--- config.mk ---
export PLATFORM = sky130hd
export DESIGN_NAME = pipe_hazard_ctrl
export DESIGN_NICKNAME = d
export VERILOG_FILES = /design/src/rtl/pipe_hazard_ctrl.sv
export SDC_FILE = /design/constraint.sdc
export NUM_CORES = 1
export LEC_CHECK = 0
export CORE_AREA = 2 2 44 46
export DETAILED_ROUTE_END_ITERATION = 8
export DIE_AREA = 0 0 46 48
export GPL_TIMING_DRIVEN = 0
export PLACE_DENSITY = 0.88
export REMOVE_ABC_BUFFERS = 1
export SLEW_MARGIN = 20
export SYNTH_ARGS = -nofsm -noshare
export SYNTH_HDL_FRONTEND = slang
export SYNTH_SLANG_ARGS = --single-unit
--- constraint.sdc ---
create_clock -name clk -period 2.9 [get_ports clk]
set_clock_uncertainty 0.1 [all_clocks]
set_input_delay 0.29 -clock clk [delete_from_list [all_inputs] [get_ports clk]]
set_output_delay 0.29 -clock clk [all_outputs]
set_load 0.03 [all_outputs]
--- src/rtl/pipe_hazard_ctrl.sv ---
// rtl/pipe_hazard_ctrl.sv - stall/flush sequencer for the five-stage pipeline
// Optional performance counters enabled by defining HAZARD_PERF_CNT_EN.
module pipe_hazard_ctrl #(
    parameter int DIV_CYCLES = 32
) (
    input  logic       clk,
    input  logic       rst,
    input  logic [4:0] ID_Rs,
    input  logic [4:0] ID_Rt,
    input  logic       ID_UsesRs,
    input  logic       ID_UsesRt,
    input  logic       EXE_IsLoad,
    input  logic [4:0] EXE_Dst,
    input  logic       EXE_DivStart,
    input  logic       EXE_BranchTaken,
    input  logic       MEM_ExceptValid,
    input  logic       DMem_Busy,
    output logic       PC_Wr,
    output logic       IFID_Wr,
    output logic       IFID_Flush,
    output logic       IDEXE_Wr,
    output logic       IDEXE_Flush,
    output logic       EXEMEM_Wr,
    output logic       EXEMEM_Flush,
    output logic       MEMWB_Wr,
    output logic       MEMWB_Flush,
    output logic       Div_Busy,
    output logic       Div_Done
`ifdef HAZARD_PERF_CNT_EN
    ,
    output logic [31:0] Stall_Cnt,
    output logic [31:0] Flush_Cnt
`endif
);

    localparam int CNT_W = $clog2(DIV_CYCLES);
    localparam logic [CNT_W-1:0] CNT_START = CNT_W'(DIV_CYCLES - 2);

    typedef enum logic [1:0] {
        RUN       = 2'd0,
        DIV_WAIT  = 2'd1,
        EXC_DRAIN = 2'd2
    } state_t;

    state_t           r_state;
    logic [CNT_W-1:0] r_div_cnt;
    logic             w_load_use;
    logic             w_cnt_zero;

    assign w_cnt_zero = (r_div_cnt == '0);
    assign w_load_use = EXE_IsLoad && (EXE_Dst != 5'd0) &&
                        ((ID_UsesRs && (ID_Rs == EXE_Dst)) ||
                         (ID_UsesRt && (ID_Rt == EXE_Dst)));

    always_ff @(posedge clk) begin
        if (rst) begin
            r_state   <= RUN;
            r_div_cnt <= '0;
        end else if (MEM_ExceptValid) begin
            r_state   <= EXC_DRAIN;
            r_div_cnt <= '0;
        end else if (r_state == EXC_DRAIN) begin
            r_state <= RUN;
        end else if (DMem_Busy) begin
            // The divider keeps running while memory stalls; only the exit waits.
            if (r_state == DIV_WAIT && !w_cnt_zero)
                r_div_cnt <= r_div_cnt - 1'b1;
        end else begin
            case (r_state)
                RUN: begin
                    if (EXE_DivStart) begin
                        r_state   <= DIV_WAIT;
                        r_div_cnt <= CNT_START;
                    end
                end
                DIV_WAIT: begin
                    if (w_cnt_zero)
                        r_state <= RUN;
                    else
                        r_div_cnt <= r_div_cnt - 1'b1;
                end
                default: r_state <= RUN;
            endcase
        end
    end

    always_comb begin
        PC_Wr        = 1'b1;
        IFID_Wr      = 1'b1;
        IFID_Flush   = 1'b0;
        IDEXE_Wr     = 1'b1;
        IDEXE_Flush  = 1'b0;
        EXEMEM_Wr    = 1'b1;
        EXEMEM_Flush = 1'b0;
        MEMWB_Wr     = 1'b1;
        MEMWB_Flush  = 1'b0;
        Div_Busy     = 1'b0;
        Div_Done     = 1'b0;
        if (rst) begin
            PC_Wr        = 1'b0;
            IFID_Wr      = 1'b0;
            IFID_Flush   = 1'b1;
            IDEXE_Wr     = 1'b0;
            IDEXE_Flush  = 1'b1;
            EXEMEM_Wr    = 1'b0;
            EXEMEM_Flush = 1'b1;
            MEMWB_Wr     = 1'b0;
            MEMWB_Flush  = 1'b1;
        end else if (MEM_ExceptValid) begin
            IFID_Flush   = 1'b1;
            IDEXE_Flush  = 1'b1;
            EXEMEM_Flush = 1'b1;
            MEMWB_Flush  = 1'b1;
        end else if (r_state == EXC_DRAIN) begin
            IFID_Flush = 1'b1;
        end else if (DMem_Busy) begin
            PC_Wr     = 1'b0;
            IFID_Wr   = 1'b0;
            IDEXE_Wr  = 1'b0;
            EXEMEM_Wr = 1'b0;
            MEMWB_Wr  = 1'b0;
            Div_Busy  = (r_state == DIV_WAIT);
        end else if (r_state == DIV_WAIT) begin
            Div_Busy = 1'b1;
            if (w_cnt_zero) begin
                Div_Done = 1'b1;
            end else begin
                PC_Wr        = 1'b0;
                IFID_Wr      = 1'b0;
                IDEXE_Wr     = 1'b0;
                EXEMEM_Flush = 1'b1;
            end
        end else if (EXE_DivStart) begin
            Div_Busy     = 1'b1;
            PC_Wr        = 1'b0;
            IFID_Wr      = 1'b0;
            IDEXE_Wr     = 1'b0;
            EXEMEM_Flush = 1'b1;
        end else if (w_load_use) begin
            PC_Wr       = 1'b0;
            IFID_Wr     = 1'b0;
            IDEXE_Flush = 1'b1;
        end else if (EXE_BranchTaken) begin
            // Delay-slot instruction in ID proceeds; only the fetch is squashed.
            IFID_Flush = 1'b1;
        end
    end

`ifdef HAZARD_PERF_CNT_EN
    logic [31:0] r_stall_cnt;
    logic [31:0] r_flush_cnt;

    always_ff @(posedge clk) begin
        if (rst) begin
            r_stall_cnt <= '0;
            r_flush_cnt <= '0;
        end else begin
            if (!PC_Wr)
                r_stall_cnt <= r_stall_cnt + 32'd1;
            if (IFID_Flush)
                r_flush_cnt <= r_flush_cnt + 32'd1;
        end
    end

    assign Stall_Cnt = r_stall_cnt;
    assign Flush_Cnt = r_flush_cnt;
`endif

endmodule
# Word level (Yosys, flattened, before mapping)
# Cells that the tools add are included.
# word_totals
reg_bits,7
inputBits,24
out_inout_bits,11
elab_cells,97
# classes
add_sub_neg,1
eq_ne,12
mux,63
n_bitwise,2
n_reduce_logical,16
# op_table
cell,count
1-bit two-way mux,52
5-bit two-way mux,4
5-bit == test,2
2-bit two-way mux,5
5-bit case mux with 2 select lines,1
4-bit inequality test (second input constant),2
3-bit inequality test (second input constant),2
3-bit AND reduction,2
1-bit logical AND,5
5-bit zero test,1
5-bit AND reduction,1
5-bit nonzero test,1
5-bit by 1-bit subtractor with 5-bit output (second input constant),1
2-bit inequality test (second input constant),2
2-bit case mux with 2 select lines,1
3-bit by 2-bit inequality test with 1-bit output (second input constant),1
3-bit nonzero test,1
3-bit OR reduction,1
2-bit by 1-bit == test with 1-bit output (second input constant),1
2-bit == test (second input constant),1
2-bit zero test,1
2-bit by 1-bit inequality test with 1-bit output (second input constant),1
1-bit inverter,2
2-bit OR reduction,1
2 further kinds,2

# Depth between registers and ports, before layout
# logic_depth
depth_word,11
depth_mapped,8
depth_no_buf,7

# Least setup slack after synthesis
# OpenSTA, ideal clock, no wires.
# synth_path
path_type,reg2out
from,register r_div_cnt[0]
to,output PC_Wr
arrival_time_ns,2.187
t_required_ns,2.510
slack_ns,0.323
path_stages_with_launch,9
n_path_buf,1
path_cell_list,dfxtp_1 inv_1 ha_1 or4b_4 mux2_2 a21oi_2 o21a_2 and2_1 buf_4
# synth_between
elab_chain_cells,7
# synth_rtl
element,line,source
start: declaration,46,logic [CNT_W-1:0] r_div_cnt;
start signal: assignment,67,r_div_cnt <= r_div_cnt - 1'b1;
start signal: assignment,80,r_div_cnt <= r_div_cnt - 1'b1;
5-bit zero test,50,assign w_cnt_zero = (r_div_cnt == '0);
1-bit two-way mux (6 in a row),-,
end: declaration,18,"output logic PC_Wr,"
# Every way passes these cells.

# Final worst setup path
# layout_path
from,register r_div_cnt[0]
to,output PC_Wr
# layout_between
elab_chain_cells,7
# layout_rtl
element,line,source
5-bit zero test,50,
1-bit two-way mux,125,if (w_cnt_zero) begin
1-bit two-way mux,123,end else if (r_state == DIV_WAIT) begin
1-bit two-way mux,116,end else if (DMem_Busy) begin
1-bit two-way mux,114,end else if (r_state == EXC_DRAIN) begin
1-bit two-way mux,109,end else if (MEM_ExceptValid) begin
1-bit two-way mux,99,if (rst) begin
# Every way passes these cells.

==> reports/qor.yml <==
floorplan:
  core_sq_um: 1690
  die_area_sq_um: 2210
  pin_count: 35
  start_util: 0.389
  die_h_microns: 48
  fp.dieW_microns: 46
  num_rows: 15
yosys:
  synth_area_leaders: "dfxtp_1, xnor2_1, a21oi_1"
  synth_area_per_cell_sq_um: 8.01
  synth_top_area_frac: 0.213
  yosysSeqAreaShare: 0.213
  yosysMostFrequentCell: "xnor2_1"
  synth_compound_area_frac: 0.192
  synth_commonest_cells: "xnor2_1, a21oi_1, dfxtp_1, nor2_1"
  synth_top_family_by_area: "simple AND/OR/NAND/NOR gates"
  async_flop_share: 0
  synth-xor-area-share: 0.200
  synthMuxAreaShare: 0.0171
  synthCells: 82
  synth_cell_types: 36
  synth_simple_gate_area_frac: 0.242
  synth-main-ff-cell: "dfxtp_1"
  syn_area_sq_um: 657
  post-synth-top-area-cell: "dfxtp_1"
  synth_seq_cells: 7
  synth_edf_count: 0
  synth_fa_ha_area_frac: 0.0533
  yosysWarningCount: 0
final_layout:
  area_growth_pct: 53.3
  n_antenna_cell: 0
  drive_above_1_share: 0.0870
  seq_area_sq_um: 140
  finalInstanceArea_sq_um: 1010
  fin_nets: 142
  fillCellCount: 152
  multi_input_area_sq_um: 463
grt:
  antenna_found_initial: 0
  grt_pass1_wl_microns: 2750
  grt-ovfl-total: 0
  first_global_vias: 681
  groute.usage.overall: 0.172
  grt_max_degree: 13
timing:
  slew_violations: 0
  finalSetupViolations: 0
  post-route-min-period_ns: 2.84
  tns_ns: 0
  period_share: 0.980
  worstMarginPinSlew_ns: 0.407
  rsz0062_at_grt: "true"
  finalHoldViolations: 0
  worst_slack_ns: 0.0593
  whs_ns: 0.441
  slew-limit-headroom: 0.728
  fmax_mhz: 352
clocking:
  cts.sinks: 7
  ctsHoldBuffers: 0
  cts_tree: "built"
  clk_latency_ns: 0.26
  clk_pin_slew_ns: 0.05
  cts_buffers: 3
  cts_resized: 5
  cts_root_buf: "clkbuf_4"
  clk_path_buf_depth: 2
  htreeDepth: 1
  cts_setup_buffers: 0
min_path:
  min_to: "r_div_cnt[1]"
  min_from: "r_div_cnt[1]"
  hp-class: "flip-flop to flip-flop"
  min_path_cells: 1
place:
  portBuffers: 34
  dp_slack_ns: -0.129
  dpl_cell_area_sq_um: 983
  dp_hpwl_microns: 1510
  place_congestion: 0.766
critical_path:
  r2r_start: "r_div_cnt[0]"
  cp.arrival_ns: 2.45
  path_class: "flip-flop to output port"
  r2r_cells: 7
  timing.rr.end: "r_div_cnt[0]"
  cp_data_required_time_ns: 2.51
  regToRegSetupSlack_ns: 0.87
  critPathLaunchType: "flip-flop"
  crit_fanout: 4
  cp-end-kind: "output port"
outcome:
  outcome: "completed"
power_and_ir_drop:
  clkPwrFrac: 0.270
  sw_frac_of_total: 0.330
  p_per_area_nw_per_um2: 329
  p_leak_nw: 0.383
  power_frac_seq: 0.325
  ir_drop_mv: 0.278
  total_power_uw: 332
  combPwrFrac: 0.405
  switchingPower_uw: 109
  p_int_uw: 222
flow_run:
  drv_cap: 0
detailed_routing:
  vias: 715
  first_pass_iters: 4
  avgViaCountPerCell: 5.42
  drt-wirelength-per-cell_microns: 13.6
  ant_nets: 0
  drc: 0
  wirelength_microns: 1790
  drt_iter0_drc: 5
-- state kept, by name (all words and copies together), names as in the netlist --
register,flops
r_div_cnt,5
r_state,2
-- metrics by stage --
| step | cells | utilization |
|---|---|---|
| floorplan | 77 | - |
| global placement | 128 | 0.582 |
| detailed placement | 128 | 0.582 |
| CTS | 132 | 0.595 |
| global route | 132 | 0.596 |
| finish | 132 | 0.596 |
-- worst max-delay path by stage --
stage,cells after the start,slack [ns],startpoint,to
after floorplan,4,-0.005,r_state[1],IFID_Wr
after global placement,6,-0.09,EXE_Dst[1],IFID_Flush
after detailed placement,6,-0.13,EXE_Dst[1],IFID_Flush
after CTS,7,0.009,r_div_cnt[0],EXEMEM_Flush
after global routing,8,-0.05,r_div_cnt[0],PC_Wr
final,8,0.06,r_div_cnt[0],PC_Wr
-- placed cells by master, fill, tap and decap left out, drive strengths merged, types with 2 or more instances in the layout --
cell type,Yosys,routed
a21oi,8,8
and3,2,2
clkbuf,1,3
clkdlybuf4s50,0,28
clkinv,1,2
dfxtp,7,7
dlygate4sd2,0,5
ha,2,2
inv,4,4
nand2,4,4
nand4,4,4
nor2,7,7
nor3,3,3
nor3b,2,2
o21a,2,2
or3,2,2
xnor2,15,15
-- power by group through the flow --
| stage | Clock (mW) | Combinational [mW] | Sequential, mW |
|---|---|---|---|
| after detailed placement | 0 | 0.137 | 0.110 |
| final | 0.0894 | 0.134 | 0.108 |
| after floorplan | 0 | 0.0730 | 0.108 |
| after CTS | 0.0928 | 0.135 | 0.107 |
| after global placement | 0 | 0.134 | 0.109 |
| after global routing | 0.100 | 0.143 | 0.108 |
-- worst max-delay path: stages (launching register included) --
cell	delay, ns
dfxtp_1	0.32
inv_1	0.11
ha_1	0.15
or4b_4	0.48
mux2_2	0.30
a21oi_2	0.18
o21a_2	0.14
and2_1	0.13
dlygate4sd2_1	0.40
-- logic make-up (layout without fill, tap and decap cells) --
group                    count (synthesis)  after routing
buffers and inverters                   10             43
multiplexers                             1              1
AND/OR/NAND/NOR                         28             28
adder cells (fa/ha/maj)                  3              3
XOR/XNOR                                15             15
AO/OA/AOI/OAI                           18             18
flip-flops                               7              7
-- per-layer routing --
metal,GRT usage,wire length [microns]
met5,0,0
met4,0.0400,8
met3,0.0717,100
met2,0.314,942
met1,0.185,740
-- layout make-up --
cell class | count | share of cell area
tap | 17 | 0.0211
multi-input combinational | 65 | 0.460
clock buffer | 3 | 0.0224
sequential | 7 | 0.139
clock inverter | 1 | 0.00497
inverter | 5 | 0.0186
timing repair buffer | 34 | 0.334
Note: power is estimated with default switching activity, not from simulation.
